[config.mk]
export PLATFORM = sky130hd
export DESIGN_NAME = iir_coef_loader
export DESIGN_NICKNAME = d
export VERILOG_FILES = /design/src/rtl/iir_coef_loader.sv
export SDC_FILE = /design/constraint.sdc
export NUM_CORES = 1
export LEC_CHECK = 0
export BUFFER_PORTS_ARGS = -buffer_cell sky130_fd_sc_hd__buf_2
export CAP_MARGIN = 0
export CORE_MARGIN = 1.5
export CORE_UTILIZATION = 53
export DETAILED_ROUTE_END_ITERATION = 6
export HOLD_SLACK_MARGIN = 0.05
export PLACE_DENSITY = 0.75
export REMOVE_ABC_BUFFERS = 1
export SLEW_MARGIN = 25
export SYNTH_ARGS = -nofsm -noshare
export SYNTH_HDL_FRONTEND = slang
export SYNTH_SLANG_ARGS = --single-unit
[constraint.sdc]
create_clock -name clk -period 13.4 [get_ports clk]
set_input_delay 1.34 -clock clk [delete_from_list [all_inputs] [get_ports clk]]
set_output_delay 1.34 -clock clk [all_outputs]
set_load 0.05 [all_outputs]
[src/rtl/iir_coef_loader.sv]
// ---------------------------------------------------------------------------
// iir_coef_loader
//
// Configuration front end for iir_core. Coefficient frames arrive on an
// AXI-stream slave, are collected word by word in a shadow bank, and are
// copied to the active bank (coefs) in a single clock edge while iir_core
// reports it is idle. A filter pass therefore never sees a mix of old and
// new coefficients. Frames of the wrong length are dropped and flagged.
//
// Ports
//   clk            clock
//   rst            asynchronous, active-high reset
//   s_axis_tdata   coefficient word; word k of a frame lands in coefs[k]
//   s_axis_tvalid  word valid
//   s_axis_tready  loader can take a word (low while a frame waits to commit)
//   s_axis_tlast   last word of the frame
//   commit_ok      iir_core idle; a pending frame may be committed
//   coefs          active coefficient bank, N words, feeds iir_core
//   coef_update    one-cycle pulse: coefs changed on this cycle's rising edge
//   frame_err      one-cycle pulse: a malformed frame was dropped
// ---------------------------------------------------------------------------
module iir_coef_loader #(
    parameter int COEFW = 18,
    parameter int COEFQ = 16,
    parameter int ORDER = 2
) (
    input  logic                    clk,
    input  logic                    rst,
    input  logic signed [COEFW-1:0] s_axis_tdata,
    input  logic                    s_axis_tvalid,
    output logic                    s_axis_tready,
    input  logic                    s_axis_tlast,
    input  logic                    commit_ok,
    output logic signed [COEFW-1:0] coefs [(ORDER+1)*2],
    output logic                    coef_update,
    output logic                    frame_err
);

    localparam int N  = (ORDER + 1) * 2;
    localparam int CW = $clog2(N);

    localparam logic [CW-1:0]          LAST_IDX = CW'(N - 1);
    // 1.0 in the coefficient fixed-point format: coefs[0] = 1.0 is a pass-through filter.
    localparam logic signed [COEFW-1:0] UNITY   = COEFW'(1) << COEFQ;

    localparam logic [1:0] LOAD    = 2'd0;
    localparam logic [1:0] DISCARD = 2'd1;
    localparam logic [1:0] PENDING = 2'd2;

    logic [1:0]              state;
    logic [CW-1:0]           cnt;
    logic signed [COEFW-1:0] shadow [N];
    logic                    accept;

    // Gated with rst so that a word offered during reset is never handshaken.
    assign s_axis_tready = !rst && (state != PENDING);
    assign accept        = s_axis_tvalid && s_axis_tready;

    // NOTE: sequential state uses non-blocking assignments so every register
    // samples the pre-edge values, independent of statement order.
    always_ff @(posedge clk or posedge rst) begin
        if (rst) begin
            state       <= LOAD;
            cnt         <= '0;
            coef_update <= 1'b0;
            frame_err   <= 1'b0;
            // NOTE: the shadow bank is reset as well, so a commit can never
            // expose uninitialised storage; it costs only a reset fan-out.
            for (int i = 0; i < N; i++) begin
                shadow[i] <= '0;
                coefs[i]  <= (i == 0) ? UNITY : '0;
            end
        end else begin
            // NOTE: pulse outputs default low every cycle; the branches below
            // raise them only on the one cycle they apply.
            coef_update <= 1'b0;
            frame_err   <= 1'b0;

            case (state)
                LOAD: begin
                    if (accept) begin
                        shadow[cnt] <= s_axis_tdata;
                        if (s_axis_tlast) begin
                            cnt <= '0;
                            if (cnt == LAST_IDX) begin
                                state <= PENDING;
                            end else begin
                                // Short frame: the partial shadow contents are
                                // simply overwritten by the next frame.
                                frame_err <= 1'b1;
                            end
                        end else if (cnt == LAST_IDX) begin
                            // Long frame: swallow the rest up to tlast.
                            cnt   <= '0;
                            state <= DISCARD;
                        end else begin
                            cnt <= cnt + CW'(1);
                        end
                    end
                end

                DISCARD: begin
                    if (accept && s_axis_tlast) begin
                        frame_err <= 1'b1;
                        state     <= LOAD;
                    end
                end

                PENDING: begin
                    if (commit_ok) begin
                        for (int i = 0; i < N; i++) begin
                            coefs[i] <= shadow[i];
                        end
                        coef_update <= 1'b1;
                        state       <= LOAD;
                    end
                end

                default: begin
                    state <= LOAD;
                    cnt   <= '0;
                end
            endcase
        end
    end

endmodule

==> metrics, run 1 <==
min-delay worst type=reg -> reg; highest-count cells in the layout ignoring fill and taps=sky130_fd_sc_hd__dfrtp_1 (222), sky130_fd_sc_hd__mux2_2 (217), sky130_fd_sc_hd__buf_2 (133); routability congestion estimate=0.743; area added between synthesis and finish=18.7%; total routed wirelength=17000 microns; initial core utilization=0.539; average routed wire per standard cell=19.5 microns; via count of the first global-routing pass=5045; data arrival time of the critical path=1850 ps; detailed-route DRC error count=0; count of state elements after synthesis=223; reg-to-reg startpoint=state[1]$_DFFE_PP0P_; required time of the critical path=12060 ps; cell type with the highest aggregate area in the netlist=sky130_fd_sc_hd__dfrtp_1; die outline width=130 microns; CTS clk-pin slew, worst paths=60 ps; Crit Path Max Fanout=6; DIE AREA=16800 sq um; DIE HEIGHT=130 microns; end of the worst register-to-register path=shadow[2]$_DFFE_PP0P_; Final Critical Period=3190 ps; Core Footprint=15800 sq um; quantity of hold-fixing buffers added after cts=0; count of cells along the worst register-to-register path=5; most common library cell in the layout ignoring fill and taps=sky130_fd_sc_hd__dfrtp_1; number of nets in the layout=669; post-route fraction of the period consumed by the critical path=0.238; Max Fclk=0.313 GHz; MaxCap Viol Count=0; Critical Path Sink Type=output pin; slew at the pin closest to its max-slew limit=948 ps; Sum Neg Setup Slack=0 ps; mean post-synth cell area=17.0 sq um; Detailed Place HPWL=10600 microns; number of port buffers=133; Row Count=46; IR drop worst, VDD=0.151 mV; final total power=2.48 mW; pin count of the biggest net entering global routing=147; worst hold path stage count=1; reg-to-reg slack, setup=10600 ps; cell chosen for the clock root=sky130_fd_sc_hd__clkbuf_16; clock tree skew after final layout=5.65 ps; max-slew violation count=0; synthesized instance count=501; final setup violating endpoints=0; static power due to leakage=5.20 nW; result of the run=complete, no violations; antenna violations before repair=0; global-route wire length before repair=27500 microns; part of the Yosys area used for sequential elements=0.657; CTS HTree Levels=1; power density of the placed cells=245 nW/um^2; warnings from Yosys=0; final-report hold violation count=0; cts repair resizes=0; number of nets with antenna violations after routing=0; combined area of all synthesized cells=8500 sq um; count of clock tree sinks=223; CTS tree=done; Congestion Overflow GR=0; routed via count divided by cell count=5.35; antenna diode count=0; startpoint class of the critical path=primary input; I/O pins=134; worst slew margin relative to its limit=0.366; share of the synthesized area in the top cell type=0.654; CTS Buf Count=23; Max Buffers Root-to-Sink=3; fillcell total=1213; iteration-0 DRC count of the detailed router=167; Clock Latency Late Sink=500 ps; share of final-layout standard cells stronger than drive strength 1=0.609; Crit Path Category=in -> out; total number of vias=4676; largest cells by area after synthesis=sky130_fd_sc_hd__dfrtp_1 (65%), sky130_fd_sc_hd__mux2_2 (29%), sky130_fd_sc_hd__buf_2 (0.65%), sky130_fd_sc_hd__ha_1 (0.44%), sky130_fd_sc_hd__buf_4 (0.35%); drt first pass iters=4; number of buffers inserted by post-CTS setup repair=0; hold_sp=coefs[83]$_DFFE_PP0P_; global routing usage summed across all routing layers=0.211; hold worst-path end=coefs[83]$_DFFE_PP0P_; RSZ-0062 raised after global routing=false; Netlist cell types=34
==> flip-flops by register name, indices dropped and copies added, names as in the netlist <==
| name | flops |
|---|---|
| frame_err | 1 |
| cnt | 3 |
| shadow | 108 |
| coef_update | 1 |
| coefs | 108 |
| state | 2 |
==> area by class of cell <==
cell class              instances  area, sq um  share of cell area
repair buffers                139          714              0.0708
flip-flops and latches        223         5580               0.553
inverters                       4         27.5             0.00273
well taps                     216          270              0.0268
multi-input cells             252         2790               0.276
clock inverters                 3         18.8             0.00186
clock buffers                  37          688              0.0682
==> per-layer routing <==
metal  track usage  vias up  share of wire
met5             0        -              0
met4        0.0529        0          0.013
met3        0.0417       17          0.053
met2         0.357      104           0.50
met1         0.284     2473           0.44
li1              -     2082              -
==> Yosys cell counts, drive strengths merged <==
master   count
dfrtp      222
mux2       217
buf         16
clkbuf       6
inv          4
ha           3
nand3        3
nor2         3
a21oi        2
a32o         2
nand4bb      2
nor2b        2
nor3b        2
nor4b        2
a2111oi      1
a211o        1
a21o         1
a221oi       1
a2bb2oi      1
and4bb       1
dfstp        1
nand2        1
nand3b       1
nand4b       1
nor4         1
o211ai       1
o21ai        1
or3b         1
or4b         1
==> worst max-delay path, cell delays in order <==
cell	delay [ps]
sky130_fd_sc_hd__buf_2	160
sky130_fd_sc_hd__nor2_1	90
sky130_fd_sc_hd__buf_2	260
==> stage by stage <==
step,std cells,hold slack [ps],worst slack [ps],cell area (sq um),util
after floorplan,479,474,5960,8380,-
after global placement,834,481,9980,9370,0.594
after detailed placement,834,487,9950,9370,0.594
after CTS,874,500,10220,10100,0.639
after global routing,874,511,10180,10100,0.640
final,874,496,10210,10100,0.640
==> worst max path at each step <==
| stage | end | from | cells after the start |
|---|---|---|---|
| after global placement | shadow[12]$_DFFE_PP0P_ | rst | 4 |
| after CTS | s_axis_tready | rst | 3 |
| final | s_axis_tready | rst | 3 |
| after detailed placement | shadow[30]$_DFFE_PP0P_ | rst | 5 |
| after global routing | s_axis_tready | rst | 3 |
| after floorplan | cnt[0]$_DFFE_PP0P_ | rst | 1 |
==> cell families after synthesis <==
| group | Yosys count | share of synthesized area |
|---|---|---|
| flip-flops | 223 | 0.657 |
| multiplexers | 217 | 0.288 |
| buffers and inverters | 26 | 0.0158 |
| AND/OR/NAND/NOR | 21 | 0.0252 |
| AO/OA/AOI/OAI | 11 | 0.0100 |
| adder cells (fa/ha/maj) | 3 | 0.00442 |
==> power breakdown <==
group	switching [mW]	leakage, nW	internal [mW]
clock network	0.245	0.348	0.349
logic	0.596	1.91	0.288
registers	0.113	2.94	0.883
(Power assumes the default switching activity.)
==> run 2: changes to the inputs <==
--- a/config.mk
+++ b/config.mk
@@ -8,10 +8,10 @@
 export BUFFER_PORTS_ARGS = -buffer_cell sky130_fd_sc_hd__buf_2
 export CAP_MARGIN = 0
 export CORE_MARGIN = 1.5
-export CORE_UTILIZATION = 53
+export CORE_UTILIZATION = 51
 export DETAILED_ROUTE_END_ITERATION = 6
 export HOLD_SLACK_MARGIN = 0.05
-export PLACE_DENSITY = 0.75
+export PLACE_DENSITY = 0.76
 export REMOVE_ABC_BUFFERS = 1
 export SLEW_MARGIN = 25
 export SYNTH_ARGS = -nofsm -noshare
==> constraint.sdc (replaced) <==
create_clock -name clk -period 2.79 [get_ports clk]
set_input_delay 0.279 -clock clk [delete_from_list [all_inputs] [get_ports clk]]
set_output_delay 0.279 -clock clk [all_outputs]
set_load 0.05 [all_outputs]
==> run 2 against run 1 <==
Effect of this change: register-to-register slack got worse by 10000 ps; design area rose by 1.8%; non-clock buffer count rose by 13; clock power grew to 5.2 times the previous value; via count rose by 1.6%; sequential cell count unchanged; wire length increased by 2.6%; sequential share of layout area shrank 0.96 points; clock skew increased by 1.6 ps; global-route usage down 0.35 points; critical path type is now reg -> reg; first-iteration DRC count increased by 35%.
==> metrics, run 2 (same netlist as run 1, synthesis figures left out) <==
slew at the pin closest to its max-slew limit=585 ps (was 948 ps); worst slew margin relative to its limit=0.604 (was 0.366); total routed wirelength=17500 microns (was 17000 microns); area of combinational cells with multiple inputs=2790 sq um (unchanged); startpoint class of the critical path=register (was primary input); Max Fclk=0.412 GHz; post-route fraction of the period consumed by the critical path=0.869; routability congestion estimate=0.803 (was 0.743); I/O pins=134 (unchanged); average routed wire per standard cell=19.6 microns (was 19.5 microns); DIE AREA=17400 sq um (was 16800 sq um); Max Buffers Root-to-Sink=3 (unchanged); RSZ-0062 raised after global routing=false (unchanged); die outline width=132 microns (was 130 microns); CTS HTree Levels=1 (unchanged); area added between synthesis and finish=20.8% (was 18.7%); most common library cell in the layout ignoring fill and taps=sky130_fd_sc_hd__dfrtp_1 (unchanged); Final Critical Period=2420 ps; data arrival time of the critical path=2800 ps (was 1850 ps); DIE HEIGHT=132 microns (was 130 microns); IR drop worst, VDD=0.737 mV (was 0.151 mV); drt first pass iters=4 (unchanged); antenna diode count=0 (unchanged); CTS Buf Count=23 (unchanged); share of final-layout standard cells stronger than drive strength 1=0.621 (was 0.609); antenna violations before repair=0 (unchanged); number of buffers inserted by post-CTS setup repair=0 (unchanged); Detailed Place HPWL=11600 microns (was 10600 microns); highest-count cells in the layout ignoring fill and taps=sky130_fd_sc_hd__dfrtp_1 (222), sky130_fd_sc_hd__mux2_2 (217), sky130_fd_sc_hd__buf_2 (133) (unchanged); cell chosen for the clock root=sky130_fd_sc_hd__clkbuf_16 (unchanged); Crit Path Max Fanout=13 (was 6); Clock Latency Late Sink=490 ps (was 500 ps); hold_sp=s_axis_tdata[7] (was coefs[83]$_DFFE_PP0P_); cts repair resizes=0 (unchanged); quantity of hold-fixing buffers added after cts=1 (was 0); MaxCap Viol Count=0 (unchanged); Row Count=47 (was 46); CTS clk-pin slew, worst paths=60 ps (about the same); final setup violating endpoints=0 (unchanged); slowest stage delay, CP=550 ps (was 260 ps); cell breakdown of the critical path=inv_1 > ha_1 > nand4bb_4 > nor4b_4 > buf_4 > mux2_2 (was buf_2 > nor2_1 > buf_2); via count of the first global-routing pass=5093 (was 5045); reg-to-reg startpoint=state[1]$_DFFE_PP0P_ (unchanged); pin count of the biggest net entering global routing=84 (was 147); global-route wire length before repair=28700 microns (was 27500 microns); Congestion Overflow GR=0 (unchanged); power density of the placed cells=1180 nW/um^2 (was 245 nW/um^2); routed via count divided by cell count=5.33 (was 5.35); Final Hold Slack=110 ps (was 496 ps); CTS tree=done (unchanged); static power due to leakage=5.30 nW (was 5.20 nW); iteration-0 DRC count of the detailed router=225 (was 167); Crit Path Category=reg -> reg (was in -> out); min-delay worst type=in -> reg (was reg -> reg); result of the run=complete, no violations (unchanged); required time of the critical path=3160 ps (was 12060 ps); count of clock tree sinks=223 (unchanged); Core Footprint=16400 sq um (was 15800 sq um); number of port buffers=133 (unchanged); cell with the biggest individual delay on the critical path=sky130_fd_sc_hd__nor4b_4 (was sky130_fd_sc_hd__buf_2); register area=5580 sq um (unchanged); max-slew violation count=0 (unchanged); biggest registers after layout=coefs (108), shadow (108), cnt (3) (unchanged); initial core utilization=0.518 (was 0.539); Crit. Startpoint=state[1]$_DFFE_PP0P_ (was rst); total number of vias=4752 (was 4676); number of nets with antenna violations after routing=0 (unchanged); final-report hold violation count=0 (unchanged); clock tree skew after final layout=7.26 ps (was 5.65 ps); final total power=12.1 mW (was 2.48 mW); Critical Path Sink Type=register (was output pin); number of nets in the layout=682 (was 669); detailed-route DRC error count=0 (unchanged); global routing usage summed across all routing layers=0.208 (was 0.211); fillcell total=1217 (was 1213)
==> run 2: cell types whose count changed in the layout (fill, tap and decap cells not counted) <==
cell | previous run | this run
sky130_fd_sc_hd__bufinv_16 | 0 | 2
sky130_fd_sc_hd__clkbuf_8 | 6 | 8
sky130_fd_sc_hd__clkinv_8 | 1 | 0
sky130_fd_sc_hd__inv_6 | 1 | 0
sky130_fd_sc_hd__clkbuf_1 | 8 | 4
sky130_fd_sc_hd__buf_12 | 0 | 1
sky130_fd_sc_hd__buf_4 | 5 | 17
sky130_fd_sc_hd__buf_6 | 1 | 0
sky130_fd_sc_hd__clkinv_2 | 2 | 3
sky130_fd_sc_hd__inv_8 | 0 | 1
sky130_fd_sc_hd__dlygate4sd3_1 | 0 | 1
==> run 2: area by class of cell <==
cell class | count | area share
clock inverter | 5 | 0.00731
inverter | 4 | 0.00219
sequential | 223 | 0.544
multi-input combinational | 252 | 0.272
timing repair buffer | 152 | 0.0802
tap | 220 | 0.0268
clock buffer | 35 | 0.0683
==> run 2: through the flow <==
stage / utilization / setup slack, ps / setup TNS (ps) / instance area, sq um / instances
global placement: 0.578 / 473 / 0 / 9480 / 850
floorplan: - / -3590 / -851530 / 8380 / 479
global route: 0.626 / 147 / 0 / 10300 / 891
detailed placement: 0.578 / 362 / 0 / 9480 / 850
finish: 0.626 / 365 / 0 / 10300 / 891
CTS: 0.626 / 342 / 0 / 10300 / 891
==> run 2: critical path: cells and delay by family (launching register included) <==
kind	cells	cell delay, ps
flops	1	400
buf+inv	2	370
mux	1	340
simple gates	2	750
fa+ha+maj	1	430
==> run 2: layer usage <==
layer / vias to the layer above / GRT usage / routed length [microns]
li1: 2104 / - / -
met1: 2502 / 0.290 / 7980
met2: 126 / 0.338 / 8300
met3: 20 / 0.0415 / 919
met4: 0 / 0.0525 / 255
met5: - / 0 / 0
==> run 2: worst paths after layout <==
path / to / slack (ps) / cells after the start
min in group asynchronous: shadow[5]$_DFFE_PP0P_ / 500 / 3
max in group asynchronous: coefs[83]$_DFFE_PP0P_ / 1460 / 4
hold reg to reg: coefs[91]$_DFFE_PP0P_ / 500 / 1
setup reg to reg: shadow[26]$_DFFE_PP0P_ / 370 / 6
setup / recovery: shadow[26]$_DFFE_PP0P_ / 370 / 6
hold / removal: shadow[25]$_DFFE_PP0P_ / 110 / 2
==> run 2: where the power goes <==
part	switching, mW	leakage, nW	internal [mW]	total, mW
combinational	2.85	1.97	1.40	4.25
clock	1.18	0.386	1.90	3.08
sequential	0.553	2.94	4.24	4.79
total	4.58	5.30	7.54	12.1
==> run 3: changes to the inputs <==
--- a/config.mk
+++ b/config.mk
@@ -5,11 +5,14 @@
 export SDC_FILE = /design/constraint.sdc
 export NUM_CORES = 1
 export LEC_CHECK = 0
+export ABC_AREA = 1
 export BUFFER_PORTS_ARGS = -buffer_cell sky130_fd_sc_hd__buf_2
 export CAP_MARGIN = 0
+export CORE_ASPECT_RATIO = 0.75
 export CORE_MARGIN = 1.5
 export CORE_UTILIZATION = 51
 export DETAILED_ROUTE_END_ITERATION = 6
+export GPL_TIMING_DRIVEN = 0
 export HOLD_SLACK_MARGIN = 0.05
 export PLACE_DENSITY = 0.76
 export REMOVE_ABC_BUFFERS = 1
==> run 3 against run 2 <==
Effect of this change: sequential power grew 12%; critical path depth grew 2; global-route usage fell by 0.74 points; die area up 3.1%; synthesized cell count is 73% higher.
==> metrics, run 3 <==
result of the run=complete, no violations (unchanged); initial core utilization=0.520 (was 0.518); Clock Latency Late Sink=490 ps (about the same); routability congestion estimate=0.720 (was 0.803); Detailed Place HPWL=10700 microns (was 11600 microns); cell type with the highest aggregate area in the netlist=sky130_fd_sc_hd__dfrtp_1 (unchanged); CTS clk-pin slew, worst paths=60 ps (about the same); area added between synthesis and finish=16.2% (was 20.8%); Crit Path Category=reg -> reg (unchanged); power density of the placed cells=1370 nW/um^2 (was 1180 nW/um^2); RSZ-0062 raised after global routing=false (unchanged); count of cells along the worst register-to-register path=8 (was 6); Crit. Startpoint=state[0]$_DFFE_PP0P_ (was state[1]$_DFFE_PP0P_); static power due to leakage=5.27 nW (was 5.30 nW); number of nets with antenna violations after routing=0 (unchanged); total routed wirelength=17300 microns (was 17500 microns); clock tree skew after final layout=9.11 ps (was 7.26 ps); synthesized instance count=868 (was 501); IR drop worst, VDD=0.834 mV (was 0.737 mV); end of the worst register-to-register path=shadow[57]$_DFFE_PP0P_ (was shadow[26]$_DFFE_PP0P_); crit path capture=shadow[57]$_DFFE_PP0P_ (was shadow[26]$_DFFE_PP0P_); final setup violating endpoints=0 (unchanged); Cells after DPL=1176 (was 850); placed cell area=9500 sq um (was 9480 sq um); worst slew margin relative to its limit=0.524 (was 0.604); Sum Neg Setup Slack=0 ps (unchanged); reg-to-reg startpoint=state[0]$_DFFE_PP0P_ (was state[1]$_DFFE_PP0P_); mean post-synth cell area=10.1 sq um (was 17.0 sq um); startpoint class of the critical path=register (unchanged); via count of the first global-routing pass=5651 (was 5093); Finished Layout Cells=1216 (was 891); post-placement worst setup slack=647 ps (was 362 ps); quantity of hold-fixing buffers added after cts=1 (unchanged); Final Critical Period=2130 ps (was 2420 ps); reg-to-reg slack, setup=660 ps (was 370 ps); total number of vias=5900 (was 4752); Row Count=41 (was 47); DIE AREA=18000 sq um (was 17400 sq um); utilization after layout=0.605 (was 0.626); required time of the critical path=3130 ps (was 3160 ps); global-route wire length before repair=28700 microns (about the same); max-slew violation count=0 (unchanged); combined area of all synthesized cells=8760 sq um (was 8500 sq um); I/O pins=134 (unchanged); top cell types by occurrence after synthesis=sky130_fd_sc_hd__dfrtp_1 (222), sky130_fd_sc_hd__nand2_1 (220), sky130_fd_sc_hd__o21ai_0 (180), sky130_fd_sc_hd__inv_1 (121), sky130_fd_sc_hd__o21ai_2 (36) (was sky130_fd_sc_hd__dfrtp_1 (222), sky130_fd_sc_hd__mux2_2 (217), sky130_fd_sc_hd__buf_2 (11), sky130_fd_sc_hd__clkbuf_1 (6)); number of port buffers=133 (unchanged); part of the Yosys area used for sequential elements=0.637 (was 0.657); global routing usage summed across all routing layers=0.200 (was 0.208); leading register cell type out of synthesis=sky130_fd_sc_hd__dfrtp_1 (unchanged); min-delay worst type=in -> reg (unchanged); Max Buffers Root-to-Sink=3 (unchanged); DIE HEIGHT=116 microns (was 132 microns); final total power=14.0 mW (was 12.1 mW); share of final-layout standard cells stronger than drive strength 1=0.229 (was 0.621); final-report hold violation count=0 (unchanged); average routed wire per standard cell=14.2 microns (was 19.6 microns); warnings from Yosys=0 (unchanged); Critical Path Sink Type=register (unchanged); drt first pass iters=5 (was 4); Congestion Overflow GR=0 (unchanged); count of state elements after synthesis=223 (unchanged); async set-reset flop share out of synthesis=1.00 (unchanged); cell chosen for the clock root=sky130_fd_sc_hd__clkbuf_16 (unchanged); Max Fclk=0.470 GHz (was 0.412 GHz); count of clock tree sinks=223 (unchanged); cts repair resizes=0 (unchanged); number of buffers inserted by post-CTS setup repair=0 (unchanged); Final Hold Slack=75.9 ps (was 110 ps); die outline width=154 microns (was 132 microns); share of the synthesized area in the top cell type=0.634 (was 0.654); Core Footprint=16800 sq um (was 16400 sq um); antenna violations before repair=0 (unchanged); Crit Path Max Fanout=36 (was 13); CTS Buf Count=22 (was 23); post-route fraction of the period consumed by the critical path=0.762 (was 0.869); Netlist cell types=24 (was 34); slack of the critical path=664 ps (was 365 ps); routed via count divided by cell count=4.85 (was 5.33); most common library cell in the layout ignoring fill and taps=sky130_fd_sc_hd__dfrtp_1 (unchanged); top-count cell post-synth=sky130_fd_sc_hd__dfrtp_1 (unchanged); pin count of the biggest net entering global routing=116 (was 84); highest-count cells in the layout ignoring fill and taps=sky130_fd_sc_hd__dfrtp_1 (222), sky130_fd_sc_hd__nand2_1 (220), sky130_fd_sc_hd__o21ai_0 (180) (was sky130_fd_sc_hd__dfrtp_1 (222), sky130_fd_sc_hd__mux2_2 (217), sky130_fd_sc_hd__buf_2 (133)); data arrival time of the critical path=2470 ps (was 2800 ps); CTS HTree Levels=1 (unchanged); EDFF count, synth=0 (unchanged); iteration-0 DRC count of the detailed router=362 (was 225); detailed-route DRC error count=0 (unchanged); MaxCap Viol Count=0 (unchanged); biggest registers after layout=coefs (108), shadow (108), cnt (3) (unchanged); slew at the pin closest to its max-slew limit=713 ps (was 585 ps); number of nets in the layout=1012 (was 682); CTS tree=done (unchanged); antenna diode count=0 (unchanged); Final Cell Area=10200 sq um (was 10300 sq um); largest cells by area after synthesis=sky130_fd_sc_hd__dfrtp_1 (63%), sky130_fd_sc_hd__o21ai_0 (10%), sky130_fd_sc_hd__nand2_1 (9.4%), sky130_fd_sc_hd__inv_1 (5.2%), sky130_fd_sc_hd__o21ai_2 (3.6%) (was sky130_fd_sc_hd__dfrtp_1 (65%), sky130_fd_sc_hd__mux2_2 (29%), sky130_fd_sc_hd__buf_2 (0.65%), sky130_fd_sc_hd__ha_1 (0.44%), sky130_fd_sc_hd__buf_4 (0.35%))
-- run 3: cell types whose count changed after synthesis, moves of 3 or more --
| cell | previous run | this run |
|---|---|---|
| sky130_fd_sc_hd__inv_1 | 4 | 121 |
| sky130_fd_sc_hd__buf_6 | 1 | 14 |
| sky130_fd_sc_hd__o21ai_2 | 0 | 36 |
| sky130_fd_sc_hd__o21ai_1 | 0 | 3 |
| sky130_fd_sc_hd__clkbuf_1 | 6 | 13 |
| sky130_fd_sc_hd__nand2_1 | 1 | 220 |
| sky130_fd_sc_hd__o21ai_0 | 1 | 180 |
| sky130_fd_sc_hd__nand2_2 | 0 | 14 |
| sky130_fd_sc_hd__mux2_2 | 217 | 0 |
| sky130_fd_sc_hd__nor2_8 | 0 | 6 |
| sky130_fd_sc_hd__buf_4 | 4 | 1 |
| sky130_fd_sc_hd__nand4_1 | 0 | 3 |
| sky130_fd_sc_hd__nand3_1 | 1 | 6 |
-- run 3: power breakdown --
| group | total (mW) | internal [mW] | switching, mW |
|---|---|---|---|
| sequential | 5.37 | 4.75 | 0.627 |
| clock | 2.73 | 1.57 | 1.17 |
| combinational | 5.88 | 1.38 | 4.50 |
-- run 3: worst min path at each step --
stage | cells past startpoint | from | to | slack, ps
after CTS | 3 | s_axis_tdata[5] | shadow[59]$_DFFE_PP0P_ | 70
after floorplan | 2 | s_axis_tdata[4] | shadow[58]$_DFFE_PP0P_ | 390
after global routing | 3 | s_axis_tdata[6] | shadow[60]$_DFFE_PP0P_ | 80
after global placement | 2 | coefs[92]$_DFFE_PP0P_ | coefs[92]$_DFFE_PP0P_ | 460
after detailed placement | 2 | rst | state[1]$_DFFE_PP0P_ | 340
final | 3 | s_axis_tdata[0] | shadow[18]$_DFFE_PP0P_ | 80
-- run 3: logic make-up (layout without fill, tap and decap cells) --
kind of cell	after synthesis	in the layout	share of synthesized area
DFF	223	223	0.637
buffers and inverters	165	298	0.0866
AOI/OAI and AO/OA	222	222	0.142
and+or+nand+nor	254	254	0.128
adders and majority gates	3	3	0.00429
xor gates and xnor gates	1	1	0.00100
-- run 3: final cells by class --
| class | count | area (sq um) |
|---|---|---|
| timing repair buffer | 137 | 758 |
| sequential | 223 | 5580 |
| clock inverter | 7 | 37.5 |
| tap | 215 | 269 |
| clock buffer | 32 | 629 |
| inverter | 122 | 468 |
| fill | 1435 | 6650 |
| multi-input combinational | 480 | 2430 |
-- run 3: per-layer routing --
metal | GRT usage | share of wire
met5 | 0 | 0
met4 | 0.0436 | 0.015
met3 | 0.0497 | 0.073
met2 | 0.307 | 0.43
met1 | 0.294 | 0.48
-- run 3: worst max-delay path, cell delays in order, from the launching register on --
cell and delay, ps:
sky130_fd_sc_hd__dfrtp_1 370, sky130_fd_sc_hd__inv_1 70, sky130_fd_sc_hd__ha_1 300, sky130_fd_sc_hd__nor2_4 170, sky130_fd_sc_hd__nand2_2 80, sky130_fd_sc_hd__inv_4 90, sky130_fd_sc_hd__nand2_8 130, sky130_fd_sc_hd__nor2_8 590
sky130_fd_sc_hd__o21ai_0 170
